--- config.mk ---
export PLATFORM = sky130hd
export DESIGN_NAME = mem_interface
export DESIGN_NICKNAME = d
export VERILOG_FILES = /design/src/rtl/mem_interface.sv
export SDC_FILE = /design/constraint.sdc
export NUM_CORES = 1
export LEC_CHECK = 0
export CORE_AREA = 10 10 97 99
export CTS_CLUSTER_DIAMETER = 120
export DETAILED_ROUTE_END_ITERATION = 16
export DIE_AREA = 0 0 107 109
export PLACE_DENSITY = 0.83
export RECOVER_POWER = 50
export SYNTH_ARGS = -nofsm -noshare
export SYNTH_HDL_FRONTEND = slang
export SYNTH_SLANG_ARGS = --single-unit
--- constraint.sdc ---
create_clock -name clock -period 2.2 [get_ports clock]
set_input_delay 0.33 -clock clock [delete_from_list [all_inputs] [get_ports clock]]
set_output_delay 0.33 -clock clock [all_outputs]
set_load 0.005 [all_outputs]
--- src/rtl/mem_interface.sv ---
// MAR/MDR memory interface: latches address/data from the bus and runs single read/write handshakes against a memory port.
// Latency: a strobe at edge N raises mem_req from cycle N+1. An ack at edge M gives done and valid MDR in cycle M+1, then IDLE.
// Backpressure: the request is held until mem_ack (or until timeout when MEM_TIMEOUT_EN is defined); strobes are ignored while not IDLE.
module mem_interface #(
    parameter int ADDR_W  = 9,
    parameter int TIMEOUT = 16
) (
    input  logic              clock,
    input  logic              clear,
    input  logic [31:0]       BusMuxOut,
    input  logic              MARin,
    input  logic              MDRin,
    input  logic              Read,
    input  logic              Write,
    output logic [31:0]       BusMuxInMDR,
    output logic [31:0]       address,
    output logic              mem_req,
    output logic              mem_we,
    output logic [ADDR_W-1:0] mem_addr,
    output logic [31:0]       mem_wdata,
    input  logic              mem_ack,
    input  logic [31:0]       mem_rdata,
    output logic              busy,
    output logic              done,
    output logic              err
);

    typedef enum logic [1:0] {
        IDLE    = 2'd0,
        RD_WAIT = 2'd1,
        WR_WAIT = 2'd2,
        DONE    = 2'd3
    } state_t;

    state_t            state_q, state_d;
    logic [ADDR_W-1:0] mar_q, mar_d;
    logic [31:0]       mdr_q, mdr_d;

`ifdef MEM_TIMEOUT_EN
    localparam int CNT_W = (TIMEOUT > 1) ? $clog2(TIMEOUT) : 1;

    logic [CNT_W-1:0] cnt_q, cnt_d;
    logic             err_q, err_d;
    logic             expired;

    // The counter holds the number of wait cycles already spent in the current request.
    assign expired = (cnt_q == CNT_W'(TIMEOUT - 1));
`else
    logic             expired;

    // Without the timeout build, a request waits for mem_ack forever.
    assign expired = 1'b0;
`endif

    // Next-state, register load and handshake decode.
    always_comb begin
        state_d = state_q;
        mar_d   = mar_q;
        mdr_d   = mdr_q;
`ifdef MEM_TIMEOUT_EN
        cnt_d   = '0;
        err_d   = err_q;
`endif
        unique case (state_q)
            IDLE: begin
                if (MARin) mar_d = BusMuxOut[ADDR_W-1:0];
                if (MDRin) mdr_d = BusMuxOut;
                // Read wins when both strobes arrive together.
                if (Read) begin
                    state_d = RD_WAIT;
                end else if (Write) begin
                    state_d = WR_WAIT;
                end
`ifdef MEM_TIMEOUT_EN
                if (Read || Write) err_d = 1'b0;
`endif
            end
            RD_WAIT: begin
                if (mem_ack) begin
                    mdr_d   = mem_rdata;
                    state_d = DONE;
                end else if (expired) begin
                    state_d = DONE;
`ifdef MEM_TIMEOUT_EN
                    err_d   = 1'b1;
`endif
                end
`ifdef MEM_TIMEOUT_EN
                if (!mem_ack && !expired) cnt_d = cnt_q + 1'b1;
`endif
            end
            WR_WAIT: begin
                if (mem_ack) begin
                    state_d = DONE;
                end else if (expired) begin
                    state_d = DONE;
`ifdef MEM_TIMEOUT_EN
                    err_d   = 1'b1;
`endif
                end
`ifdef MEM_TIMEOUT_EN
                if (!mem_ack && !expired) cnt_d = cnt_q + 1'b1;
`endif
            end
            DONE: begin
                state_d = IDLE;
            end
            default: begin
                state_d = IDLE;
            end
        endcase
    end

    // State and datapath registers; clear overrides every other input.
    always_ff @(posedge clock) begin
        if (clear) begin
            state_q <= IDLE;
            mar_q   <= '0;
            mdr_q   <= '0;
        end else begin
            state_q <= state_d;
            mar_q   <= mar_d;
            mdr_q   <= mdr_d;
        end
    end

`ifdef MEM_TIMEOUT_EN
    // Wait-cycle counter and sticky timeout flag.
    always_ff @(posedge clock) begin
        if (clear) begin
            cnt_q <= '0;
            err_q <= 1'b0;
        end else begin
            cnt_q <= cnt_d;
            err_q <= err_d;
        end
    end

    assign err = err_q;
`else
    assign err = 1'b0;
`endif

    // Outputs depend only on registered state, never combinationally on inputs.
    assign BusMuxInMDR = mdr_q;
    assign address     = 32'(mar_q);
    assign mem_addr    = mar_q;
    assign mem_wdata   = mdr_q;
    assign mem_req     = (state_q == RD_WAIT) || (state_q == WR_WAIT);
    assign mem_we      = (state_q == WR_WAIT);
    assign busy        = (state_q == RD_WAIT) || (state_q == WR_WAIT);
    assign done        = (state_q == DONE);

endmodule

==> impl_metrics.yaml <==
logic_synthesis:
  ys_ff_latch: 43
  syn_inst: 277
  synth-compound-area-share: 0.240
  synth_area_um2: 2650
  yosysUniqueCellTypes: 24
  yosys.area_share.simple: 0.0435
  synth_top_family_by_area: "compound AO/OA/AOI/OAI gates"
  synth_xor_area_frac: 0
  muxShareOfSynthArea: 0.127
  synth.avg_cell_area_um2: 9.56
  synth.yosys.seq_area_share: 0.325
  yosys.area_share.adder: 0.0236
  synth_warnings: 0
sta:
  period_needed_ns: 2.03
  finClkSkew_ns: 0.00522
  worst_slew_pin_slew_ns: 0.632
  finalSetupViolCount: 0
  period_share: 0.925
  final-hold-violation-count: 0
  slew_viol_final: 0
  fmax_ghz: 0.492
  slew_headroom: 0.579
  rsz0062_at_grt: "false"
  tns_ns: 0
power:
  powerDensity_nw_per_um2: 1230
  cellLeakagePower_nw: 1.56
  vdd_drop_max_mv: 0.721
worst_hold_path:
  worstHoldPathType: "register to register"
clock_network:
  clock_latency_ns: 0.29
  clk_pin_slew_ns: 0.09
  cts_setup_buffers: 0
  postCtsHoldBufs: 0
  cts_sinks: 43
  cts_tree: "yes"
  numCtsBuffers: 5
  h-tree-depth: 2
  cts-root-buf: "clkbuf_8"
  cts.repair.resized: 0
  cts.path.max_buffers: 2
worst_setup_path:
  cpMaxStageDelayCell: "clkdlybuf4s50_1"
  critPathArrivalTime_ns: 1.70
  cp_max_fo: 5
  crit_required_ns: 1.87
  cp-end-kind: "primary output"
  cpPeakStageDelay_ns: 0.55
  worstSetupStartpointType: "register"
  path_cells: "inv_1, ha_1, clkdlybuf4s50_1"
  path_class: "register to primary output"
global_route:
  grt_overflow: 0
  gr-usage-all-layers: 0.138
  grt_pass1_wl_mm: 13.1
  antenna_found_initial: 0
  grt_max_degree: 33
  grt_pass1_vias: 2522
flow_run:
  cap_violations: 0
final_layout:
  syn2layout_area_growth_pct: 49.4
  diodes: 0
  layout-drive-gt1-share: 0.125
  final_util: 0.526
  fin_nets: 458
  fillers: 705
placement:
  gp_congestion: 0.754
  dp_hpwl_mm: 6.90
  portBuffers: 156
routing:
  drtAntennaViolNets: 0
  drtIter0Drc: 55
  viasPerCell: 4.71
  drc_errors: 0
  drt_wl_total_mm: 8.47
  dr.pass1.iters: 4
  num_vias: 2285
  wl_per_cell_um: 17.5
die:
  die-area_um2: 11700
  start_util: 0.352
  io_pins: 181
  core_um2: 7530
  rows: 32
  die_h_um: 109
  die_w_um: 107
run_status:
  status: "finished, final reports clean"
cells in the mapped netlist:
master / n / area share
conb_1: 1 / 0.0014
clkbuf_1: 12 / 0.017
o21ai_0: 3 / 0.0057
nand2_1: 11 / 0.016
buf_6: 5 / 0.021
mux2i_1: 32 / 0.12
a211oi_1: 2 / 0.0057
buf_2: 3 / 0.0057
dfxtp_1: 43 / 0.32
buf_1: 2 / 0.0028
a21oi_1: 41 / 0.077
nand3_1: 9 / 0.017
inv_1: 4 / 0.0057
o41ai_1: 1 / 0.0033
a211oi_2: 30 / 0.14
o211ai_1: 1 / 0.0028
nor2b_1: 1 / 0.0024
o311a_1: 1 / 0.0038
mux2_4: 1 / 0.0057
nor3b_1: 1 / 0.0028
ha_1: 5 / 0.024
and2_4: 1 / 0.0033
nand2b_1: 1 / 0.0024
buf_4: 66 / 0.19
sequential cells by signal (all words and copies together) (netlist names):
name and cells:
BusMuxInMDR 32, mem_addr 9, state_q 2
per-stage QoR:
step | hold slack (ns) | instance area (µm²) | total power [mW] | std cells | setup slack (ns)
floorplan | 0.466 | 2740 | 3.41 | 300 | 0.513
global route | 0.489 | 3960 | 5.25 | 485 | 0.0215
global placement | 0.464 | 3870 | 4.48 | 477 | 0.473
finish | 0.471 | 3960 | 4.86 | 485 | 0.166
CTS | 0.477 | 3960 | 5.12 | 485 | 0.134
detailed placement | 0.464 | 3870 | 4.58 | 477 | 0.373
worst max-delay path, delay by kind of cell, from the launching register on:
family | cells | cell delay (ns)
buffers and inverters | 2 | 0.65
flip-flops | 1 | 0.39
adder cells (fa/ha/maj) | 1 | 0.37
logic make-up (layout without fill, tap and decap cells):
kind of cell / after synthesis / count (layout)
buf+inv: 92 / 175
other cells: 1 / 24
simple gates: 24 / 24
flops: 43 / 43
fa+ha+maj: 5 / 5
mux: 33 / 33
compound gates: 79 / 79
cell type report:
cell class                      instances  area (µm²)  area share
Timing Repair Buffer                  163        1620       0.409
Tap cell                              102         128      0.0322
Clock buffer                            5        68.8      0.0174
Sequential cell                        43         861       0.218
Multi-Input combinational cell        165        1240       0.314
Clock inverter                          3        25.0     0.00632
Inverter                                4        15.0     0.00379
path summary, 6_finish.rpt:
check	startpoint	slack, ns	end	depth (start not counted)
max	state_q[1]	0.17	busy	3
min	mem_addr[0]	0.47	mem_addr[0]	2
max reg2reg	state_q[0]	0.23	BusMuxInMDR[12]	6
min reg2reg	mem_addr[0]	0.47	mem_addr[0]	2
layout by cell type (no fill, tap or decap), types with 5 or more instances in the layout:
master	count
buf_4	5
clkbuf_8	5
mux2i_1	32
a211oi_2	30
conb_1	24
dlygate4sd3_1	59
a21oi_1	41
nand2_1	11
clkdlybuf4s50_1	96
nand3_1	9
dfxtp_1	43
layer usage:
layer  GRT usage  vias up  share of wire
met5           0        -              0
met3      0.0643        6          0.091
li1            -     1092              -
met2       0.248      105           0.53
met1       0.141     1082           0.37
met4      0.0368        0          0.010
power breakdown:
part / internal, mW / switching (mW) / total (mW)
Clock: 0.227 / 0.286 / 0.513
Combinational: 1.60 / 1.44 / 3.04
Sequential: 1.08 / 0.226 / 1.31
Total: 2.91 / 1.95 / 4.86
Note: power is estimated with default switching activity, not from simulation.
==> edit (same flow settings) <==
Encoding of `state_t`: now Gray code (2 bits for 4 states).
--- a/src/rtl/mem_interface.sv
+++ b/src/rtl/mem_interface.sv
@@ -26,10 +26,10 @@
 );
 
     typedef enum logic [1:0] {
-        IDLE    = 2'd0,
-        RD_WAIT = 2'd1,
-        WR_WAIT = 2'd2,
-        DONE    = 2'd3
+        IDLE    = 2'b00,
+        RD_WAIT = 2'b01,
+        WR_WAIT = 2'b11,
+        DONE    = 2'b10
     } state_t;
 
     state_t            state_q, state_d;
Behaviour: same outputs for any inputs over 10 cycles, from zero or initial values; not proved beyond that.
==> edit against the unedited design <==
Clock skew rose by 0.0048 ns. Final cell count rose by 2.7%. Worst setup slack improved by 0.18 ns. Design area fell by 2.7%. Routed wire length fell by 4.2%. Critical path depth fell by 1. Worst hold slack got worse by 0.072 ns. Global-route usage fell by 0.86 points. Via count fell by 5.2%. Sequential cell count did not move. Synthesized area fell by 4.4%.
Power is not compared: it rests on default switching activity, and its combinational part moved more than twofold at a synthesized area within 25%.
==> edit: results (changes against the unedited design) <==
| Metric | Value |
|---|---|
| Setup bufs post-CTS | `0 (unchanged)` |
| Clock latency on the worst-skew pair | `0.29 ns (about the same)` |
| Worst R2R Path Depth | `3 (-3)` |
| Clk root buf | `clkbuf_8` |
| Setup Skew | `0.0100 ns (+0.00482 ns)` |
| Max FFs per register | `32 (unchanged)` |
| Async set-reset flop share out of synthesis | `0% (unchanged)` |
| First-pass GRT wire length | `12.1 mm (-7.5%)` |
| Worst hold path class | `input pin to register` |
| DP Worst Slack | `0.230 ns (-0.143 ns)` |
| R2R Path End | `BusMuxInMDR[18]` |
| Antenna violations before repair | `0 (unchanged)` |
| I/O Buffers | `156 (unchanged)` |
| Register area share after synthesis | `34.0% (+1.5 points)` |
| Top cells by area, synth | `dfxtp_1 34%, buf_4 20%, a2111oi_2 18%, nor2_1 11%, inv_1 4.7%` |
| Hold Path Sink | `BusMuxInMDR[27]` |
| Outcome | `complete, no violations` |
| Gp weighted congestion | `0.768 (+1.8%)` |
| All-Layer GR Usage | `12.9% (-0.86 points)` |
| FF-to-FF setup slack | `0.52 ns (+0.29 ns)` |
| # nets final | `466 (+1.7%)` |
| Hold Startpoint | `clear` |
| Worst path max stage delay | `0.54 ns` |
| Worst-Margin Slew | `0.631 ns (-0.000714 ns)` |
| Vias in the first global route | `2278 (-9.7%)` |
| IR drop worst, VDD | `290 uV` |
| Largest delay contributor family on the critical path | `flip-flops` |
| 1st-iter DRT viols | `93 (+69%)` |
| DRT Wirelength | `8.12 mm (-4.2%)` |
| Distinct cells, synth | `22 (-8.3%)` |
| Post-route setup slack | `0.350 ns (+0.184 ns)` |
| Post-synth top cells | `74 x nor2_1, 66 x buf_4, 43 x dfxtp_1` |
| Reg-to-Reg Start | `state_q[0]` |
| Post-DP HPWL | `6.56 mm (-4.9%)` |
| Fillers | `716 (+1.6%)` |
| Share of layout cells above drive strength 1 | `11.6% (-0.92 points)` |
| H-tree Lvls | `2 (unchanged)` |
| # diodes | `0 (unchanged)` |
| Relative slew slack | `57.9% (about the same)` |
| Critical path fanouts, max | `12 (+7)` |
| Hold path cells | `2 (unchanged)` |
| Min Hold Slack | `0.399 ns (-0.0720 ns)` |
| Largest net degree at the start of global routing | `33 (unchanged)` |
| Max_cap viols | `0 (unchanged)` |
| Slowest stage cell, crit path | `dfxtp_1` |
| Vias per inst | `4.35 (-7.7%)` |
| Crit path arrival time | `1.52 ns (-0.18 ns)` |
==> edit: cell types whose count changed after synthesis, moves of 5 or more <==
cell and change:
ha_1 -5, inv_1 +28, clkbuf_1 -7, nor2_1 +74, a2111oi_2 +31, a211oi_2 -30, mux2i_1 -22, nand2_1 -11
nand3_1 -9, a21oi_1 -39
==> edit: worst max path at each step <==
stage | start | end | cells past startpoint
after floorplan | state_q[0] | BusMuxInMDR[0] | 6
after global routing | state_q[0] | mem_we | 2
after CTS | state_q[0] | mem_we | 2
final | state_q[0] | mem_we | 2
after global placement | mem_ack | BusMuxInMDR[18] | 4
after detailed placement | mem_ack | BusMuxInMDR[18] | 4
==> edit: kinds of logic after synthesis <==
kind of cell | share of synthesized area, %
other cells | 0.148
compound gates | 19.3
mux | 3.95
simple gates | 13.6
buf+inv | 28.9
flops | 34.0
==> edit: stage by stage <==
step	area (um^2)	std cells	power, W	utilization (%)
floorplan	2620	310	0.00141	-
global placement	3760	490	0.00177	49.9
detailed placement	3760	490	0.00179	49.9
CTS	3860	498	0.00236	51.3
global route	3850	498	0.00241	51.2
finish	3850	498	0.00227	51.2
==> edit: power breakdown <==
part / leakage, nW / internal [W] / switching [W]
Combinational: 1.18 / 0.000468 / 0.000307
Sequential: 0.356 / 0.000866 / 0.0000692
Clock: 0.0505 / 0.000286 / 0.000273
==> edit: metal layers <==
layer	part of all wire (%)	vias to the layer above	GRT usage, %
met5	0	-	0
met4	1.2	0	3.87
met3	6.3	7	3.54
met2	52	95	24.1
met1	40	1007	13.9
li1	-	1057	-
==> edit: cell type report <==
class	instances	area share, %
Sequential cell	43	22.3
Clock inverter	1	0.195
Clock buffer	7	2.50
Inverter	32	3.12
Multi-Input combinational cell	152	26.6
Tap cell	102	3.31
Timing Repair Buffer	161	41.9
